$ cat src/rtl/hdmi_tdms_encoder.sv
// Three-channel TMDS 8b/10b encoder with per-channel running disparity.
// Optional TMDS_OUT_REG_EN adds a third output register stage (latency 3 instead of 2).
module hdmi_tdms_encoder (
  input  logic        clk,
  input  logic        srst,
  input  logic        i_de,
  input  logic        i_hsync,
  input  logic        i_vsync,
  input  logic [23:0] i_pix,
  output logic [29:0] o_tdms
);

  localparam logic [9:0] CTRL_00 = 10'b1101010100;
  localparam logic [9:0] CTRL_01 = 10'b0010101011;
  localparam logic [9:0] CTRL_10 = 10'b0101010100;
  localparam logic [9:0] CTRL_11 = 10'b1010101011;

  function automatic logic [3:0] f_ones8(input logic [7:0] d);
    logic [3:0] n;
    n = 4'd0;
    for (int i = 0; i < 8; i++) n = n + {3'b000, d[i]};
    return n;
  endfunction

  // Transition-minimising stage: q_m[8]=1 marks the XOR chain.
  function automatic logic [8:0] f_qm(input logic [7:0] d);
    logic [3:0] n1;
    logic       use_xnor;
    logic [8:0] qm;
    n1       = f_ones8(d);
    use_xnor = (n1 > 4'd4) || ((n1 == 4'd4) && !d[0]);
    qm[0]    = d[0];
    for (int i = 1; i < 8; i++)
      qm[i] = use_xnor ? ~(qm[i-1] ^ d[i]) : (qm[i-1] ^ d[i]);
    qm[8]    = ~use_xnor;
    return qm;
  endfunction

  // DC-balancing stage: returns {cnt_next[4:0], q_out[9:0]}.
  function automatic logic [14:0] f_encode(input logic [8:0] qm, input logic signed [4:0] cnt);
    logic signed [5:0] bal6;
    logic signed [4:0] bal;
    logic signed [4:0] cnt_nxt;
    logic [9:0]        q;
    bal6 = $signed({1'b0, f_ones8(qm[7:0]), 1'b0}) - 6'sd8;
    bal  = bal6[4:0];
    if ((cnt == 5'sd0) || (bal == 5'sd0)) begin
      q       = {~qm[8], qm[8], (qm[8] ? qm[7:0] : ~qm[7:0])};
      cnt_nxt = cnt + (qm[8] ? bal : -bal);
    end else if (((cnt > 5'sd0) && (bal > 5'sd0)) || ((cnt < 5'sd0) && (bal < 5'sd0))) begin
      q       = {1'b1, qm[8], ~qm[7:0]};
      cnt_nxt = cnt - bal + (qm[8] ? 5'sd2 : 5'sd0);
    end else begin
      q       = {1'b0, qm[8], qm[7:0]};
      cnt_nxt = cnt + bal - (qm[8] ? 5'sd0 : 5'sd2);
    end
    return {cnt_nxt, q};
  endfunction

  function automatic logic [9:0] f_ctrl(input logic [1:0] c);
    logic [9:0] sym;
    case (c)
      2'b00:   sym = CTRL_00;
      2'b01:   sym = CTRL_01;
      2'b10:   sym = CTRL_10;
      default: sym = CTRL_11;
    endcase
    return sym;
  endfunction

  logic [8:0]        r_qm_p1 [3];
  logic              r_de_p1;
  logic [1:0]        r_ctrl_p1;
  logic [29:0]       r_tdms_p2;
  logic signed [4:0] r_cnt_p2 [3];
  logic [14:0]       w_enc [3];

  // Stage 1: q_m per channel; only ch0 carries sync bits.
  always_ff @(posedge clk) begin
    if (srst) begin
      r_de_p1   <= 1'b0;
      r_ctrl_p1 <= 2'b00;
    end else begin
      r_de_p1   <= i_de;
      r_ctrl_p1 <= {i_vsync, i_hsync};
    end
    for (int ch = 0; ch < 3; ch++) r_qm_p1[ch] <= f_qm(i_pix[ch*8 +: 8]);
  end

  always_comb begin
    for (int ch = 0; ch < 3; ch++) w_enc[ch] = f_encode(r_qm_p1[ch], r_cnt_p2[ch]);
  end

  // Stage 2: output symbol and disparity update
  always_ff @(posedge clk) begin
    if (srst) begin
      r_tdms_p2 <= {3{CTRL_00}};
      for (int ch = 0; ch < 3; ch++) r_cnt_p2[ch] <= 5'sd0;
    end else if (r_de_p1) begin
      for (int ch = 0; ch < 3; ch++) begin
        r_tdms_p2[ch*10 +: 10] <= w_enc[ch][9:0];
        r_cnt_p2[ch]           <= $signed(w_enc[ch][14:10]);
      end
    end else begin
      r_tdms_p2 <= {CTRL_00, CTRL_00, f_ctrl(r_ctrl_p1)};
      for (int ch = 0; ch < 3; ch++) r_cnt_p2[ch] <= 5'sd0;
    end
  end

`ifdef TMDS_OUT_REG_EN
  logic [29:0] r_tdms_p3;

  // Stage 3: retiming register ahead of the serializers
  always_ff @(posedge clk) begin
    if (srst) r_tdms_p3 <= {3{CTRL_00}};
    else      r_tdms_p3 <= r_tdms_p2;
  end

  assign o_tdms = r_tdms_p3;
`else
  assign o_tdms = r_tdms_p2;
`endif

endmodule

$ cat config.mk
export PLATFORM = sky130hd
export DESIGN_NAME = hdmi_tdms_encoder
export DESIGN_NICKNAME = d
export VERILOG_FILES = /design/src/rtl/hdmi_tdms_encoder.sv
export SDC_FILE = /design/constraint.sdc
export NUM_CORES = 1
export LEC_CHECK = 0
export BUFFER_PORTS_ARGS = -buffer_cell sky130_fd_sc_hd__buf_2
export CAP_MARGIN = 20
export CORE_MARGIN = 2
export CORE_UTILIZATION = 60
export DETAILED_ROUTE_END_ITERATION = 8
export PLACE_DENSITY = 0.81
export SETUP_SLACK_MARGIN = 0.2
export SYNTH_ARGS = -nofsm -noshare
export SYNTH_HDL_FRONTEND = slang
export SYNTH_SLANG_ARGS = --single-unit
$ cat constraint.sdc
create_clock -name clk -period 4.9 [get_ports clk]
set_input_delay 0.245 -clock clk [delete_from_list [all_inputs] [get_ports clk]]
set_output_delay 0.245 -clock clk [all_outputs]
set_load 0.02 [all_outputs]
# Word level (Yosys, flattened, before mapping)
# Memories as Yosys holds them, arrays and structs flattened.
# Cells that the tools add are included.
dict set report totals {
  ff_bits 33
  ram_bits 42
  in_bits 29
  memories 2
}
# memory depth width read_ports rd_ports_with_merged_regs write_ports line
set mem_list {}
lappend mem_list {r_qm_p1 3 9 3 0 3 71} ;# logic [8:0] r_qm_p1 [3];
lappend mem_list {r_cnt_p2 3 5 3 0 3 75} ;# logic signed [4:0] r_cnt_p2 [3];
dict set report op_classes {
  n_addsub 63
  order_cmp 15
  eq_ne 5
  mux 61
  n_bitwise 58
  reduce_logical 29
}
# cell n
set op_table {}
lappend op_table {{$add 4x1->4} 24}
lappend op_table {{$mux 5} 15}
lappend op_table {{$mux 10} 7}
lappend op_table {{$add 5x5->5} 6}
lappend op_table {{$gt 5x1->1 const B} 6}
lappend op_table {{$logic_not 5->1} 6}
lappend op_table {{$lt 5x1->1 const B} 6}
lappend op_table {{$pmux 10 s3} 1}
lappend op_table {{$mux 1} 29}
lappend op_table {{$not 1->1} 28}
lappend op_table {{$add 3x1->4} 6}
lappend op_table {{$mux 8} 3}
lappend op_table {{$not 8->8} 3}
lappend op_table {{$xor 1x1->1} 21}
lappend op_table {{$add 2x1->3} 6}
lappend op_table {{$add 5x3->5} 3}
lappend op_table {{$neg 5->5} 3}
lappend op_table {{$sub 5x3->5} 3}
lappend op_table {{$sub 5x4->5 const B} 3}
lappend op_table {{$sub 5x5->5} 3}
lappend op_table {{$add 1x1->2} 6}
lappend op_table {{$eq 4x3->1 const B} 3}
lappend op_table {{$gt 4x3->1 const B} 3}
lappend op_table {{$mux 2} 6}
lappend op_table {{8 further kinds} 31}

# Longest topological paths before layout
# Gate-level depths: netlist (run 1).
dict set report logic_depth {
  depth_word 29
  depth_mapped 17
  ltp_nobuf 17
}

# Worst setup path after synthesis (run 1)
# Ideal clock, no wire load.
dict set report synth_timing {
  kind {register to register}
  from {memory r_qm_p1[1][0], in the netlist r_qm_p1[0][9]}
  to {memory r_cnt_p2[1][4], in the netlist r_cnt_p2[0][9], data pin}
  setup_time_ps 270
  t_arrival_ps 4164
  required_time_ps 4630
  setup_slack_ps 466
  path_stages_with_launch 17
  period_less_slack_ps 4434
  path_cell_list {dfxtp_1 > fa_1 > inv_1 > fa_1 > fa_1 > inv_1 > ha_1 > fa_1 > inv_1 > ha_1 > mux2_2 > ha_1 > a21o_1 > a21oi_1 > xnor3_1 > o21ai_1 > a21oi_1}
}
# element line
set synth_lines {}
lappend synth_lines {{start: declaration} 71}
lappend synth_lines {{end: declaration} 75}

==> impl_metrics.py, run 1 <==
metrics = {
    "floorplan": {
        "core-area_sq_um": 8810,
        "rows": 34,
        "initial_utilization_pct": 62.3,
        "die_area_sq_um": 9920,
        "die_height_um": 99.6,
        "ios": 59,
        "die_x_um": 99.6,
    },
    "logic_synthesis": {
        "synthDistinctLibCells": 45,
        "synthCells": 529,
        "synth-seq-area-share_pct": 28.5,
        "synth_xor_area_share_pct": 17.3,
        "synth-seq-cells": 72,
        "syn_avg_cell_area_sq_um": 10.4,
        "syn-cell-area_sq_um": 5490,
        "synth_simple_gate_area_share_pct": 6.50,
        "synth_fa_ha_area_share_pct": 29.5,
        "yosysWarnings": 0,
        "synthFlopType": "dfxtp_1",
        "synth-compound-area-share_pct": 9.06,
        "synth_top_family_by_area": "adder cells",
        "synth-edff-count": 12,
        "synth_mux_area_share_pct": 1.51,
        "async_flop_share_pct": 0,
    },
    "global_routing": {
        "use_met1_pct": 28.7,
        "grt_pass1_wl_um": 18100,
        "grt_max_degree": 21,
        "antenna_found_initial": 0,
        "grt_use_total_pct": 23.1,
        "use_met2_pct": 40.6,
        "use_met3_pct": 4.43,
        "busiest_layer": "met2",
        "first_global_vias": 4015,
        "overflow": 0,
    },
    "setup_path": {
        "r2r_cells": 16,
        "r2r_start": "r_qm_p1[0][10]$_DFF_P_",
        "crit_slowest_cell": "fa_1",
        "crit_fanout": 4,
        "cp_data_arrival_time_ns": 4.75,
        "max_stage_delay_ns": 0.58,
        "r2r-end": "r_cnt_p2[0][9]$_SDFFCE_PP0P_",
        "cp-end-kind": "register",
        "worst_path_most_repeated_cell": "fa_1",
        "worstPathCellList": "fa_1 > inv_2 > fa_1 > fa_1 > inv_1 > ha_2 > fa_1 > inv_2 > ha_4 > mux2_4 > ha_4 > a21o_1 > a21oi_2 > xnor3_1 > o21ai_1 > a21oi_1",
        "r2r_slack_ns": 0.23,
        "worstSetupPathType": "register to register",
        "worstPathRequired_ns": 4.98,
        "critPathTopFamily": "adder cells",
        "cp-start-kind": "register",
        "crit_buf_inv": 3,
    },
    "place": {
        "io_buffers": 58,
        "dp_hpwl_um": 8480,
        "place_congestion": 0.866,
    },
    "sta": {
        "worst_pin_slew_ns": 1.01,
        "fin_worst_skew_ns": 0.00796,
        "finalSetupViolations": 0,
        "period_share_pct": 95.2,
        "relSlewSlack_pct": 32.8,
        "fin_tns_setup_ns": 0,
        "finalCriticalPeriod_ns": 4.67,
        "rsz0062_at_grt": "no",
        "hold_viol": 0,
        "report.final.slew_viol_count": 0,
        "fmax_ghz": 0.214,
    },
    "clock_network": {
        "cts_max_path_buffers": 2,
        "cts_tree": "done",
        "path_clk_slew_ns": 0.08,
        "clock-sinks": 72,
        "clk_latency_ns": 0.36,
        "ctsRootBufferMaster": "clkbuf_8",
        "hold_buffers": 0,
        "cts_max_level": 3,
        "numCtsBuffers": 9,
    },
    "detailed_routing": {
        "drtIter0Drc": 121,
        "drc": 0,
        "vias_per_cell": 5.26,
        "wl_per_cell_um": 15.4,
        "final_antenna_net_count": 0,
        "dr.pass1.iters": 4,
        "routed_wl_um": 11200,
        "vias": 3817,
    },
    "layout": {
        "multi_input_area_sq_um": 3680,
        "drive_gt1_share_pct": 22.0,
        "post-route-util_pct": 72.2,
        "syn_to_final_growth_pct": 15.9,
        "nNetsFinal": 748,
        "final_common_cell": "inv_1",
        "seq_area_sq_um": 1570,
        "layout_common_cells": "inv_1 (90), ha_1 (59), buf_2 (58), dfxtp_1 (57), xnor2_1 (47)",
        "fillers": 619,
        "n_antenna_cell": 0,
    },
    "min_path": {
        "whs_path_depth": 1,
        "hold_start": "i_pix[16]",
        "hold_class": "input pin to register",
        "min_to": "r_qm_p1[0][18]$_DFF_P_",
    },
    "outcome": {
        "status": "completed",
    },
    "run": {
        "maxCapViolCount": 0,
    },
}
==> area by class of cell <==
type / count / share of cell area (%)
Tap cell: 108 / 2.13
Clock inverter: 5 / 1.00
Timing Repair Buffer: 71 / 6.10
Clock buffer: 11 / 2.38
Inverter: 100 / 5.91
Sequential cell: 72 / 24.6
Multi-Input combinational cell: 359 / 57.9
==> how the worst max path moves through the flow <==
stage | endpoint | slack [ns] | startpoint | cells past startpoint
6_report | r_cnt_p2[0][9]$_SDFFCE_PP0P_ | 0.23 | r_qm_p1[0][10]$_DFF_P_ | 16
5_1_grt | r_cnt_p2[0][9]$_SDFFCE_PP0P_ | 0.14 | r_qm_p1[0][10]$_DFF_P_ | 16
4_1_cts | o_tdms[10]$_SDFF_PP0_ | 0.20 | r_qm_p1[0][9]$_DFF_P_ | 15
3_5_place_dp | r_cnt_p2[0][9]$_SDFFCE_PP0P_ | 0.21 | r_qm_p1[0][9]$_DFF_P_ | 16
3_3_place_gp | r_cnt_p2[0][9]$_SDFFCE_PP0P_ | 0.38 | r_qm_p1[0][9]$_DFF_P_ | 16
2_1_floorplan | r_cnt_p2[0][9]$_SDFFCE_PP0P_ | 0.47 | r_qm_p1[0][9]$_DFF_P_ | 16
==> cell families after synthesis <==
| kind of cell | after synthesis |
|---|---|
| AOI/OAI and AO/OA | 72 |
| muxes | 8 |
| buffers and inverters | 109 |
| xor gates and xnor gates | 89 |
| DFF | 72 |
| adders and majority gates | 106 |
| other | 1 |
| and+or+nand+nor | 72 |
==> repair_timing <==
action	in CTS	in global routing
pin swaps	0	12
setup endpoints to repair	1	15
setup buffers	0	7
hold endpoints to repair	0	0
gates resized for setup	1	28
==> flip-flops by register name (all words and copies together) (netlist names) <==
register	flops
r_de_p1	1
r_ctrl_p1	2
r_cnt_p2	12
o_tdms	30
r_qm_p1	27
==> synth_stat cells (3+ instances only) <==
| library cell | number | area, sq um |
|---|---|---|
| a21oi_2 | 3 | 26.3 |
| inv_2 | 4 | 15.0 |
| clkbuf_1 | 6 | 22.5 |
| a31oi_1 | 4 | 25.0 |
| nor4b_1 | 3 | 26.3 |
| or3_1 | 3 | 18.8 |
| nand2_1 | 16 | 60.1 |
| ha_1 | 67 | 838 |
| o22ai_1 | 3 | 18.8 |
| a211oi_1 | 12 | 90.1 |
| fa_1 | 39 | 781 |
| xnor3_1 | 4 | 90.1 |
| dfxtp_1 | 60 | 1200 |
| xnor2_2 | 6 | 97.6 |
| nor2_1 | 27 | 101 |
| edfxtp_1 | 12 | 360 |
| mux2i_1 | 6 | 60.1 |
| a21o_1 | 13 | 97.6 |
| and4b_1 | 3 | 30.0 |
| o21ai_1 | 4 | 20.0 |
| xor2_1 | 27 | 236 |
| nor3_1 | 8 | 40.0 |
| xnor2_1 | 48 | 420 |
| inv_1 | 96 | 360 |
| nor2b_1 | 4 | 25.0 |
| a21oi_1 | 25 | 125 |
==> metrics by stage <==
step | std cells | instance area [sq um] | hold slack, ns | worst slack (ns)
6_report | 726 | 6360 | 0.0332 | 0.234
5_1_grt | 726 | 6360 | 0.0155 | 0.144
4_1_cts | 719 | 6170 | 0.0216 | 0.202
3_5_place_dp | 703 | 5950 | 0.396 | 0.214
3_3_place_gp | 703 | 5950 | 0.389 | 0.378
2_1_floorplan | 540 | 5530 | 0.273 | 0.466
==> routing by layer <==
layer	part of all wire [%]	vias to the layer above
met1	43	1856
met2	52	79
met5	0	-
li1	-	1854
met3	3.2	28
met4	2.3	0
Power of run 1 is not shown: default switching activity piles up to over one toggle a cycle in this logic, so the estimate is an artifact.
==> inputs of run 2 (changes only) <==
Settings changed: RECOVER_POWER from default to 25.
==> impl_metrics.py, run 2 (synthesized netlist as in run 1, its figures left out) <==
metrics = {
    "outcome": {
        "status": "completed",
    },
    "setup_path": {
        "r2r-end": "r_cnt_p2[0][9]$_SDFFCE_PP0P_",
        "cp-end-kind": "register",
        "r2r_cells": 16,
        "r2r_slack_ns": 0.24,
        "crit_end": "r_cnt_p2[0][9]$_SDFFCE_PP0P_",
        "worstPathRequired_ns": 4.99,
        "crit_start": "r_qm_p1[0][10]$_DFF_P_",
        "r2r_start": "r_qm_p1[0][10]$_DFF_P_",
        "crit_fanout": 4,
        "cp_data_arrival_time_ns": 4.75,
        "worstSetupPathType": "register to register",
        "cp-start-kind": "register",
    },
    "detailed_routing": {
        "drc": 0,
        "vias_per_cell": 5.24,
        "drtIter0Drc": 131,
        "routed_wl_um": 11200,
        "wl_per_cell_um": 15.5,
        "dr.pass1.iters": 4,
        "vias": 3803,
        "final_antenna_net_count": 0,
    },
    "layout": {
        "syn_to_final_growth_pct": 15.3,
        "finalInstanceArea_sq_um": 6320,
        "drive_gt1_share_pct": 18.8,
        "nNetsFinal": 748,
        "layout_common_cells": "inv_1 (90), ha_1 (59), dfxtp_1 (57), xnor2_1 (48), buf_2 (39)",
        "final_common_cell": "inv_1",
        "largest_reg_flops": 30,
        "n_antenna_cell": 0,
    },
    "sta": {
        "worst_pin_slew_ns": 1.00,
        "finalCriticalPeriod_ns": 4.66,
        "rsz0062_at_grt": "no",
        "fmax_ghz": 0.215,
        "hold_ws_ns": 0.0529,
        "relSlewSlack_pct": 32.9,
        "fin_worst_skew_ns": 0.00806,
        "hold_viol": 0,
        "report.final.slew_viol_count": 0,
        "finalSetupViolations": 0,
        "period_share_pct": 95.1,
        "fin_tns_setup_ns": 0,
    },
    "clock_network": {
        "numCtsBuffers": 9,
        "ctsRootBufferMaster": "clkbuf_8",
        "path_clk_slew_ns": 0.08,
        "clk_latency_ns": 0.36,
        "cts_tree": "done",
        "cts_max_level": 3,
        "hold_buffers": 0,
        "cts_max_path_buffers": 2,
        "clock-sinks": 72,
    },
    "floorplan": {
        "die_x_um": 99.6,
        "core-area_sq_um": 8810,
        "die_area_sq_um": 9920,
        "rows": 34,
        "die_height_um": 99.6,
        "initial_utilization_pct": 62.3,
        "ios": 59,
    },
    "global_routing": {
        "grt_use_total_pct": 23.1,
        "overflow": 0,
        "grt_pass1_wl_um": 18100,
        "antenna_found_initial": 0,
        "grt_max_degree": 21,
        "first_global_vias": 4015,
    },
    "run": {
        "maxCapViolCount": 0,
    },
    "place": {
        "place_area_sq_um": 5950,
        "io_buffers": 58,
        "dp_hpwl_um": 8480,
        "place_congestion": 0.866,
    },
    "min_path": {
        "hold_class": "input pin to register",
    },
}
-- run 2: metrics by stage --
stage	cells	worst slack [ns]	utilization, %
after floorplan	540	0.466	-
after global placement	703	0.378	67.6
after detailed placement	703	0.214	67.6
after CTS	719	0.202	70.1
after global routing	726	0.144	71.8
final	726	0.242	71.8
-- run 2: worst min path at each step --
stage                    from                      to  slack [ns]  cells after the start
floorplan            i_pix[0]   r_qm_p1[0][0]$_DFF_P_        0.27                      0
global placement     i_pix[0]   r_qm_p1[0][0]$_DFF_P_        0.39                      1
detailed placement   i_pix[0]   r_qm_p1[0][0]$_DFF_P_        0.40                      1
CTS                  i_pix[0]   r_qm_p1[0][0]$_DFF_P_        0.02                      1
global route         i_pix[0]   r_qm_p1[0][0]$_DFF_P_        0.04                      1
finish              i_pix[16]  r_qm_p1[0][18]$_DFF_P_        0.05                      1
-- run 2: area by class of cell --
| class | count | area, sq um |
|---|---|---|
| multi-input combinational | 359 | 3670 |
| tap | 108 | 135 |
| fill | 627 | 2480 |
| sequential | 72 | 1570 |
| timing repair buffer | 71 | 364 |
| clock buffer | 11 | 151 |
| inverter | 100 | 375 |
| clock inverter | 5 | 63.8 |
-- run 2: critical path, stage by stage (launching register included) --
cell and delay [ns]:
dfxtp_2 0.34, fa_1 0.58, inv_2 0.06, fa_1 0.49
fa_1 0.50, inv_1 0.05, ha_2 0.19, fa_1 0.54
inv_2 0.08, ha_4 0.24, mux2_4 0.29, ha_4 0.22
a21o_1 0.20, a21oi_2 0.13, xnor3_1 0.22, o21ai_1 0.18
a21oi_1 0.07
-- run 2: routing by layer --
| metal | share of wire, % | global-route usage (%) | routed length [um] | vias to the layer above |
|---|---|---|---|---|
| met3 | 3.3 | 4.43 | 374 | 23 |
| met4 | 2.0 | 7.59 | 225 | 0 |
| li1 | - | - | - | 1853 |
| met2 | 52 | 40.6 | 5830 | 74 |
| met1 | 43 | 28.7 | 4810 | 1853 |
| met5 | 0 | 0 | 0 | - |
-- run 2: what timing repair did --
action                     CTS  global route
hold endpoints to repair     0             0
pin swaps                    0            12
setup endpoints to repair    1            15
resized for setup            1            28
buffers inserted             0             7
Power of run 2 is left out for the same reason.
==> inputs of run 3 (changes only) <==
Settings changed: MAX_ROUTING_LAYER from default to met4.
==> impl_metrics.py, run 3 (synthesized netlist as in run 1, its figures left out) <==
metrics = {
    "outcome": {
        "status": "completed",
    },
    "setup_path": {
        "worstPathRequired_ns": 4.99,
        "r2r_start": "r_qm_p1[0][10]$_DFF_P_",
        "crit_slowest_cell": "fa_1",
        "path_depth": 16,
        "crit_buf_inv": 3,
        "cp_data_arrival_time_ns": 4.75,
        "worst_path_most_repeated_cell": "fa_1",
        "worstPathCellList": "fa_1 > inv_2 > fa_1 > fa_1 > inv_1 > ha_2 > fa_1 > inv_2 > ha_4 > mux2_4 > ha_4 > a21o_1 > a21oi_2 > xnor3_1 > o21ai_1 > a21oi_1",
        "cp-start-kind": "register",
        "critPathTopFamily": "adder cells",
        "crit_fanout": 4,
        "worstSetupPathType": "register to register",
        "r2r_cells": 16,
        "cp-end-kind": "register",
        "crit_start": "r_qm_p1[0][10]$_DFF_P_",
        "max_stage_delay_ns": 0.58,
    },
    "sta": {
        "report.final.slew_viol_count": 0,
        "fmax_ghz": 0.215,
        "hold_viol": 0,
        "hold_ws_ns": 0.0541,
        "relSlewSlack_pct": 30.5,
        "rsz0062_at_grt": "no",
        "fin_worst_skew_ns": 0.00794,
        "finalSetupViolations": 0,
        "period_share_pct": 95.1,
        "worst_pin_slew_ns": 1.04,
        "finalCriticalPeriod_ns": 4.66,
        "fin_tns_setup_ns": 0,
    },
    "layout": {
        "drive_gt1_share_pct": 18.8,
        "syn_to_final_growth_pct": 15.3,
        "largest_reg_flops": 30,
        "layout_common_cells": "inv_1 (90), ha_1 (59), dfxtp_1 (57), xnor2_1 (48), buf_2 (39)",
        "nNetsFinal": 748,
        "n_antenna_cell": 0,
        "final_common_cell": "inv_1",
    },
    "global_routing": {
        "first_global_vias": 4017,
        "antenna_found_initial": 0,
        "grt_use_total_pct": 23.8,
        "overflow": 0,
        "grt_max_degree": 21,
        "grt_pass1_wl_um": 18100,
    },
    "floorplan": {
        "initial_utilization_pct": 62.3,
        "die_area_sq_um": 9920,
        "ios": 59,
        "core-area_sq_um": 8810,
        "die_height_um": 99.6,
        "die_x_um": 99.6,
        "rows": 34,
    },
    "detailed_routing": {
        "drtIter0Drc": 132,
        "drc": 0,
        "vias": 3799,
        "routed_wl_um": 11200,
        "dr.pass1.iters": 4,
        "wl_per_cell_um": 15.5,
        "final_antenna_net_count": 0,
        "vias_per_cell": 5.23,
    },
    "clock_network": {
        "cts_tree": "done",
        "path_clk_slew_ns": 0.08,
        "cts_max_path_buffers": 2,
        "numCtsBuffers": 9,
        "ctsRootBufferMaster": "clkbuf_8",
        "clk_latency_ns": 0.36,
        "cts_max_level": 3,
        "clock-sinks": 72,
    },
    "min_path": {
        "whs_path_depth": 1,
        "hold_class": "input pin to register",
        "hold_start": "i_pix[16]",
    },
    "place": {
        "place_congestion": 0.881,
        "dp_hpwl_um": 8480,
        "io_buffers": 58,
    },
    "run": {
        "maxCapViolCount": 0,
    },
}
==> run 3: cell counts in the layout (fill, tap and decap cells not counted) <==
No cell type changed its count.
==> run 3: what timing repair did <==
action	4_1_cts	5_1_grt
resized for setup	1	28
setup buffers	0	7
endpoints found under the setup margin	1	15
hold buffers	0	0
pin swaps	0	12
endpoints found under the hold margin	0	0
==> run 3: path summary, 6_finish.rpt <==
path	end	slack (ns)
max	r_cnt_p2[0][9]$_SDFFCE_PP0P_	0.24
max reg2reg	r_cnt_p2[0][9]$_SDFFCE_PP0P_	0.24
min	r_qm_p1[0][18]$_DFF_P_	0.05
min reg2reg	o_tdms[20]$_SDFF_PP0_	0.55
==> run 3: area by class of cell <==
| type | instances | area [sq um] |
|---|---|---|
| Clock inverter | 5 | 63.8 |
| Clock buffer | 11 | 151 |
| Sequential cell | 72 | 1570 |
| Multi-Input combinational cell | 359 | 3670 |
| Tap cell | 108 | 135 |
| Timing Repair Buffer | 71 | 364 |
| Inverter | 100 | 375 |
| Fill cell | 627 | 2480 |
==> run 3: stage by stage <==
stage	setup WS [ns]	area, sq um	util (%)	instances
after floorplan	0.466	5530	-	540
after global placement	0.378	5950	67.6	703
after detailed placement	0.214	5950	67.6	703
after CTS	0.202	6170	70.1	719
after global routing	0.144	6320	71.8	726
final	0.238	6320	71.8	726
==> run 3: per-layer routing <==
metal	global-route usage, %	part of all wire [%]
met5	-	0
met2	40.6	52
met3	4.43	3.1
met4	7.59	2.2
met1	28.7	43
Power of run 3 is left out for the same reason.
